===== src/rtl/im_loader.sv =====
// Boot-time program loader: assembles a big-endian byte stream (word count
// followed by instruction words) and writes the words into the instruction
// memory from address 0, holding the CPU in reset until the load completes.
module im_loader #(
    parameter int ADDR_WIDTH = 10
) (
    input  logic                  clock,
    input  logic                  reset,
    input  logic                  start,
    input  logic [7:0]            s_data,
    input  logic                  s_valid,
    output logic                  s_ready,
    output logic                  im_we,
    output logic [ADDR_WIDTH-1:0] im_waddr,
    output logic [31:0]           im_wdata,
    output logic                  cpu_run,
    output logic                  busy,
    output logic                  done,
    output logic                  err,
    output logic [31:0]           word_cnt
);

    // Memory depth, one bit wider than word_cnt so 2**32 compares cleanly.
    localparam logic [32:0] DEPTH = 33'd1 << ADDR_WIDTH;

    typedef enum logic [1:0] {
        S_IDLE = 2'd0,
        S_LEN  = 2'd1,
        S_DATA = 2'd2,
        S_DONE = 2'd3
    } state_t;

    state_t                state_q, state_d;
    logic [1:0]            bcnt_q, bcnt_d;
    // Only the three earlier bytes of a word need storing; the fourth byte
    // is taken straight from s_data when the word completes.
    logic [23:0]           shift_q, shift_d;
    logic [31:0]           len_q, len_d;
    logic [31:0]           word_cnt_q, word_cnt_d;
    logic                  im_we_q, im_we_d;
    logic [ADDR_WIDTH-1:0] im_waddr_q, im_waddr_d;
    logic [31:0]           im_wdata_q, im_wdata_d;
    logic                  cpu_run_q, cpu_run_d;
    logic                  busy_q, busy_d;
    logic                  done_q, done_d;
    logic                  err_q, err_d;

    logic                  xfer_s;
    logic                  last_byte_s;
    logic [31:0]           word_s;

    // Handshake: ready depends on state only, never on s_valid.
    always_comb begin
        s_ready     = (state_q == S_LEN) || (state_q == S_DATA);
        xfer_s      = s_valid && s_ready;
        last_byte_s = (bcnt_q == 2'd3);
        word_s      = {shift_q, s_data};
    end

    // Next-state and registered-output computation for the load sequencer.
    always_comb begin
        state_d    = state_q;
        bcnt_d     = bcnt_q;
        shift_d    = shift_q;
        len_d      = len_q;
        word_cnt_d = word_cnt_q;
        im_we_d    = 1'b0;
        im_waddr_d = im_waddr_q;
        im_wdata_d = im_wdata_q;
        cpu_run_d  = cpu_run_q;
        busy_d     = busy_q;
        done_d     = done_q;
        err_d      = err_q;

        case (state_q)
            S_IDLE: begin
                if (start) begin
                    state_d    = S_LEN;
                    bcnt_d     = 2'd0;
                    word_cnt_d = 32'd0;
                    busy_d     = 1'b1;
                    done_d     = 1'b0;
                    err_d      = 1'b0;
                    cpu_run_d  = 1'b0;
                end else begin
                    state_d = S_IDLE;
                end
            end
            S_LEN: begin
                if (xfer_s) begin
                    shift_d = word_s[23:0];
                    bcnt_d  = bcnt_q + 2'd1;
                    if (last_byte_s) begin
                        len_d = word_s;
                        if ({1'b0, word_s} > DEPTH) begin
                            err_d = 1'b1;
                        end else begin
                            err_d = 1'b0;
                        end
                        if (word_s == 32'd0) begin
                            // Empty program: release the CPU straight away.
                            state_d   = S_DONE;
                            busy_d    = 1'b0;
                            done_d    = 1'b1;
                            cpu_run_d = 1'b1;
                        end else begin
                            state_d = S_DATA;
                        end
                    end else begin
                        state_d = S_LEN;
                    end
                end else begin
                    state_d = S_LEN;
                end
            end
            S_DATA: begin
                if (xfer_s) begin
                    shift_d = word_s[23:0];
                    bcnt_d  = bcnt_q + 2'd1;
                    if (last_byte_s) begin
                        word_cnt_d = word_cnt_q + 32'd1;
                        // Words beyond the memory are consumed but dropped.
                        if ({1'b0, word_cnt_q} < DEPTH) begin
                            im_we_d    = 1'b1;
                            im_waddr_d = word_cnt_q[ADDR_WIDTH-1:0];
                            im_wdata_d = word_s;
                        end else begin
                            im_we_d = 1'b0;
                        end
                        if ((word_cnt_q + 32'd1) == len_q) begin
                            state_d = S_DONE;
                        end else begin
                            state_d = S_DATA;
                        end
                    end else begin
                        state_d = S_DATA;
                    end
                end else begin
                    state_d = S_DATA;
                end
            end
            S_DONE: begin
                if (start) begin
                    state_d    = S_LEN;
                    bcnt_d     = 2'd0;
                    word_cnt_d = 32'd0;
                    busy_d     = 1'b1;
                    done_d     = 1'b0;
                    err_d      = 1'b0;
                    cpu_run_d  = 1'b0;
                end else if (!done_q) begin
                    // Final write is on the bus this cycle; status follows.
                    busy_d    = 1'b0;
                    done_d    = 1'b1;
                    cpu_run_d = 1'b1;
                end else begin
                    state_d = S_DONE;
                end
            end
            default: begin
                state_d = S_IDLE;
            end
        endcase
    end

    // State and output registers with asynchronous active-low reset.
    always_ff @(posedge clock or negedge reset) begin
        if (!reset) begin
            state_q    <= S_IDLE;
            bcnt_q     <= 2'd0;
            shift_q    <= 24'd0;
            len_q      <= 32'd0;
            word_cnt_q <= 32'd0;
            im_we_q    <= 1'b0;
            im_waddr_q <= {ADDR_WIDTH{1'b0}};
            im_wdata_q <= 32'd0;
            cpu_run_q  <= 1'b0;
            busy_q     <= 1'b0;
            done_q     <= 1'b0;
            err_q      <= 1'b0;
        end else begin
            state_q    <= state_d;
            bcnt_q     <= bcnt_d;
            shift_q    <= shift_d;
            len_q      <= len_d;
            word_cnt_q <= word_cnt_d;
            im_we_q    <= im_we_d;
            im_waddr_q <= im_waddr_d;
            im_wdata_q <= im_wdata_d;
            cpu_run_q  <= cpu_run_d;
            busy_q     <= busy_d;
            done_q     <= done_d;
            err_q      <= err_d;
        end
    end

    // Drive ports from the registers.
    always_comb begin
        im_we    = im_we_q;
        im_waddr = im_waddr_q;
        im_wdata = im_wdata_q;
        cpu_run  = cpu_run_q;
        busy     = busy_q;
        done     = done_q;
        err      = err_q;
        word_cnt = word_cnt_q;
    end

endmodule


===== config.mk =====
export PLATFORM = sky130hd
export DESIGN_NAME = im_loader
export DESIGN_NICKNAME = d
export VERILOG_FILES = /design/src/rtl/im_loader.sv
export SDC_FILE = /design/constraint.sdc
export NUM_CORES = 1
export LEC_CHECK = 0
export BUFFER_PORTS_ARGS = -buffer_cell sky130_fd_sc_hd__buf_2
export CAP_MARGIN = 20
export CORE_MARGIN = 8
export CORE_UTILIZATION = 53
export CTS_CLUSTER_SIZE = 16
export DETAILED_ROUTE_END_ITERATION = 10
export GPL_TIMING_DRIVEN = 0
export HOLD_SLACK_MARGIN = 0.03
export PLACE_DENSITY = 0.81
export SLEW_MARGIN = 15
export SYNTH_ARGS = -nofsm -noshare
export SYNTH_HDL_FRONTEND = slang
export SYNTH_SLANG_ARGS = --single-unit

===== constraint.sdc =====
create_clock -name clock -period 2.6 [get_ports clock]
set_clock_uncertainty 0.15 [all_clocks]
set_input_delay 0.52 -clock clock [delete_from_list [all_inputs] [get_ports clock]]
set_output_delay 0.52 -clock clock [all_outputs]
set_load 0.02 [all_outputs]

## Yosys cells after proc, flatten, opt, wreduce, memory -nomap -nowiden

Index checks and enable logic that the tools add are counted.

- Flip-flop bits (word level): 139
- Latch bits: 0
- Memory bits (writable): 0
- ROM bits: 0
- Bits of input ports: 12
- Output and inout port bits: 80
- Logic and storage cells: 89
- Memories: 0

- Add/sub/neg operators: 2
- Multipliers: 0
- Divide/modulo/power cells: 0
- Magnitude comparators: 2
- Equal/unequal tests: 15
- Shift operators: 0
- Multiplexer cells: 41
- Bitwise gates (word level): 0
- Reduce and logical (&&, ||, !) cells: 17

Operators with widths:

| operator | count |
|---|---|
| $mux W32 | 3 |
| $pmux W32 S2 | 1 |
| $add A32 B1 Y32 const B | 1 |
| $eq A32 B32 Y1 | 1 |
| $gt A32 B11 Y1 const B | 1 |
| $logic_not A32 Y1 | 1 |
| $lt A32 B11 Y1 const B | 1 |
| $mux W1 | 23 |
| $mux W2 | 8 |
| $reduce_and A4 Y1 | 3 |
| $ne A2 B2 Y1 const B | 5 |
| $pmux W1 S3 | 3 |
| $pmux W2 S4 | 1 |
| $eq A2 B2 Y1 const B | 3 |
| $ne A2 B1 Y1 const B | 3 |
| $ne A3 B3 Y1 const B | 2 |
| $reduce_and A6 Y1 | 1 |
| $reduce_and A5 Y1 | 1 |
| $pmux W2 S2 | 1 |
| $reduce_and A2 Y1 | 2 |
| $reduce_bool A2 Y1 | 2 |
| $reduce_or A2 Y1 | 2 |
| $reduce_and A3 Y1 | 1 |
| $reduce_bool A3 Y1 | 1 |
| other kinds (6) | 6 |

## Depth between registers and ports, before layout

- Depth in word-level cells: 6
- Depth in mapped cells: 9

## Worst setup path after synthesis

No wires, ideal clock.

- Path type: flip-flop to flip-flop
- Start: reg word_cnt_q[0], in the netlist word_cnt[0]
- End: reg state_q[0]
- Setup time: 92 ps
- Data arrival time: 2578 ps
- Path slack: -220 ps
- Stages on the path, launching flop included: 9
- Period minus slack after synthesis: 2820 ps
- Cell sequence: dfrtp_1 -> ha_1 -> buf_2 -> nand2_1 -> or4_4 -> nor3_4 -> o221ai_2 -> or4_4 -> o31ai_2

- Longest elaborated chain between the ends: 6

Ends and longest elaborated chain:

| what | RTL line | source |
|---|---|---|
| from (decl) | 39 | `logic [31:0] word_cnt_q, word_cnt_d;` |
| from (signal assigned) | 186 | `word_cnt_q <= word_cnt_d;` |
| $add A32 B1 Y32 | 130 | `if ((word_cnt_q + 32'd1) == len_q) begin` |
| $eq A32 B32 Y1 | 130 |  |
| $mux W1 | 130 |  |
| $mux W2 | 120 | `if (last_byte_s) begin` |
| $mux W2 | 117 | `if (xfer_s) begin` |
| $pmux W2 S4 | 75 | `case (state_q)` |
| to (signal assigned) | 182 | `state_q <= state_d;` |
| to (decl) | 33 | `state_t state_q, state_d;` |

No other way between the ends.
A chain may end at the register's enable or synchronous reset.

## Worst setup path in the final report

Ends and elaborated chain as after synthesis.

==> run summary <==
The most numerous cell type found on the critical path is buf_4. Dividing total power by cell area gives a power density of 822.1 mW/mm². The area growth from synthesis to layout is 25.36%. At the end of routability-driven placement, the weighted congestion stood at 0.9380.

The post-route netlist has 42.41% of its cells at a drive strength greater than 1. After detailed routing, the total wire length is 19980 µm. The global-route wire length before repair is 31530 µm. Setup repair after global routing could not meet its margin everywhere.

Among cell families on the critical path, the largest total delay comes from simple AND/OR/NAND/NOR gates. Entering global routing, the biggest net connects 86 pins. The placeable core region came out at 0.01314 mm². The initialized floorplan defines 42 standard-cell rows.

In the routed design, unresolved DRC markers number 0. The sequential area share after synthesis is 49.02%. The total setup violations reported at the end of the flow is 1. The final worst setup slack is -0.08853 ns. In this run the tool buffered the top-level ports with 90 buffer cells. The via count of the first global-routing pass is 5797. The CTS H-tree depth came out at 4.

The critical path in this run is classified as flop to flop. The final global-route overflow total came out at 0. The number of slew-limit violations in the final report is 0. After routing, the total negative slack on setup checks comes to -0.08853 ns.

The count of buffering cells on the critical path with inverters included came out at 2. The number of detailed-routing iterations run before antenna repair is 6. The peak per-stage delay on the critical path came out at 0.55 ns. The async set-or-reset flop fraction in the synthesized netlist is 100.0%.

Dividing the detail-routed via count by the number of cells gives 5.954. No sink is reached through more buffers than the 2 on the longest clock path. The final critical path takes up 103.4% of the cycle. The detailed placement HPWL is 13950 µm. After the last flow step, the layout net total stands at 796. The number of maximum-capacitance violations came out at 0. Once the floorplan was initialized, standard cells occupied 54.01% of the core. The total via count after detailed routing came out at 5752. The total routing resource utilization after global routing came out at 22.80%. After synthesis the cells add up to 0.007096 mm². The leakage power total is 0.004347 µW. The Yosys warning count came out at 0. The I/O pin count came out at 92. In the final routed layout, each cell accounts on average for 20.68 µm. In this run, CTS created clock tree buffers numbering 17. The die covers 0.01735 mm². At the worst endpoint, the arrival time is 2.88 ns.

Of all nets on the critical path, the largest fanout is 4. The height of the die is 131.7 µm. The count of routing violations after the opening detailed-route iteration is 579. The slowest cell on the critical path is or4_4. TritonCTS built the clock tree. Clock-pin slew was measured on the worst setup and hold paths at 0.06 ns. The class of the most critical hold timing path is input port to flop. Counting every instance in the synthesized netlist gives 643.

The CTS sink count came out at 139. The die is 131.7 µm wide. In the synthesized netlist the dominant register cell turns out to be dfrtp_1.

The worst setup slack after placement is -0.4001 ns. The worst slew slack as a fraction of its limit is 52.83%. The required arrival time at the worst endpoint is 2.79 ns.

The flow ran to the end, but the final reports show violations. Averaged over all synthesized cells, the footprint is 11.04 µm². Walking the worst path, the cells encountered are buf_4 -> buf_4 -> nand2_2 -> nor4_4 -> nand3_2 -> a31oi_1 -> o211ai_1 -> or4_4 -> o31ai_4. The type of element capturing the critical path is a flop. The clock latency on the worst-skew pair is 0.43 ns. The net count after synthesis came out at 662. The number of synthesized flops with an enable pin is 0. The final reports fail on setup timing. The number of filler cells placed in the layout is 974. In this run the clock root is driven by a clkbuf_16.

The post-route antenna net violation count is 0. The maximum frequency from static timing analysis came out at 372.0 MHz. The count of unique library cells instantiated by Yosys came out at 57. The synthesized design contains 139 register bits. The number of antenna diodes in the final layout is 0. The pin slew with the least headroom to its limit came out at 0.7075 ns.

Summing all non-filler instances in the final layout gives an area of 0.008895 mm². The shortest clock period the worst path allows after layout is 2.689 ns. The placed cell area is 0.007888 mm². The number of antenna violations at the first check in global routing is 0.

IR analysis of the VDD net gives a maximum drop of 0.0006785 V. STA classifies the critical path startpoint as a flop. The number of endpoints with negative hold slack in the final report is 0.
==> worst register-to-register path, stage by stage, from the launching register on <==
cell and delay [ns]:
dfrtp_2 0.41, buf_4 0.15, buf_4 0.12, nand2_2 0.09, nor4_4 0.41, nand3_2 0.16, a31oi_1 0.20, o211ai_1 0.12
or4_4 0.55, o31ai_4 0.25
==> cell families after synthesis <==
logic type               after synthesis  synth area share (%)
XOR/XNOR                              50                 6.172
multiplexers                         101                 16.01
flip-flops                           139                 49.02
AND/OR/NAND/NOR                      184                 14.27
AO/OA/AOI/OAI                        106                 9.734
adder cells (fa/ha/maj)                7                 1.234
buffers and inverters                 56                 3.562
==> cell type report <==
type | count | area [µm²] | area share (%)
Multi-Input combinational cell | 448 | 3623 | 40.74
Sequential cell | 139 | 3486 | 39.19
Timing Repair Buffer | 126 | 749.5 | 8.426
Clock buffer | 23 | 467.9 | 5.261
Buffer | 35 | 221.5 | 2.490
Tap cell | 176 | 220.2 | 2.476
Clock inverter | 9 | 88.84 | 0.9987
Inverter | 10 | 37.54 | 0.4220
==> worst paths after layout <==
path / startpoint / end / slack (ns) / cells past startpoint
setup / recovery: word_cnt[0] / state_q[0] / -0.09 / 9
hold / removal: s_data[4] / shift_q[4] / 0.23 / 2
setup reg to reg: word_cnt[0] / state_q[0] / -0.09 / 9
hold reg to reg: im_wdata[25] / im_wdata[25] / 0.35 / 1
max in group asynchronous: reset / word_cnt[1] / 1.05 / 3
min in group asynchronous: reset / im_wdata[27] / 0.46 / 2
==> flip-flops by register name, summed over array words and instances, names as in the netlist <==
signal / count
im_we: 1
bcnt_q: 2
state_q: 2
cpu_run: 1
err: 1
word_cnt: 32
busy: 1
done: 1
shift_q: 24
len_q: 32
im_waddr: 10
im_wdata: 32
==> where the power goes <==
part / internal (µW) / total (µW) / switching [µW]
clock network: 1370 / 2320 / 948
logic: 901 / 1800 / 899
registers: 2620 / 3200 / 572
total: 4890 / 7310 / 2420
==> cell usage in the layout, fill, tap and decap left out, types with 15 or more instances in the layout <==
| cell type | instances |
|---|---|
| nand2_1 | 55 |
| mux2_2 | 100 |
| nand4_1 | 15 |
| clkbuf_16 | 17 |
| xnor2_1 | 32 |
| nor2_1 | 35 |
| xor2_1 | 16 |
| o21ai_0 | 44 |
| buf_2 | 92 |
| buf_4 | 42 |
| dfrtp_1 | 133 |
==> synthesized netlist by cell type (3+ instances only) <==
cell type / instances / area, µm²
dfrtp_1: 139 / 3478
mux2_2: 100 / 1126
nand2_1: 58 / 217.7
o21ai_0: 44 / 220.2
nor2_1: 37 / 138.9
xnor2_1: 33 / 289.0
clkbuf_1: 27 / 101.4
xor2_1: 17 / 148.9
nand3_1: 16 / 80.08
nand4_1: 15 / 93.84
nor4_1: 15 / 93.84
buf_2: 14 / 70.07
a21oi_1: 12 / 60.06
nor3_1: 11 / 55.05
a22o_1: 10 / 87.58
inv_1: 10 / 37.54
o31ai_1: 10 / 75.07
ha_1: 7 / 87.58
a31oi_1: 4 / 25.02
nor3_2: 4 / 40.04
nor4_2: 4 / 50.05
a21o_1: 3 / 22.52
and3_1: 3 / 18.77
nand4_2: 3 / 37.54
o211ai_1: 3 / 22.52
==> what timing repair did <==
item | 4_1_cts | 5_1_grt
buffers inserted | 29 | 5
endpoints found under the setup margin | 68 | 58
pin swaps | 17 | 13
gates resized for setup | 33 | 28
hold buffers | 1 | 0
endpoints found under the hold margin | 54 | 0
==> routing by layer <==
layer,GRT usage (%),routed length (µm),part of all wire (%)
met1,28.80,8461,42
met2,37.16,9695,49
met3,5.412,1317,6.6
met4,8.934,504,2.5
met5,0,0,0
==> per-stage QoR <==
| stage | instances | hold WS (ns) | utilization (%) | power, µW |
|---|---|---|---|---|
| 2_1_floorplan | 643 | 0.07441 | - | 4252 |
| 3_3_place_gp | 909 | 0.3335 | 59.78 | 4773 |
| 3_5_place_dp | 910 | 0.3397 | 60.04 | 4885 |
| 4_1_cts | 963 | 0.2239 | 66.75 | 7238 |
| 5_1_grt | 966 | 0.2324 | 67.70 | 7611 |
| 6_report | 966 | 0.2291 | 67.70 | 7312 |
(Power assumes the default switching activity.)
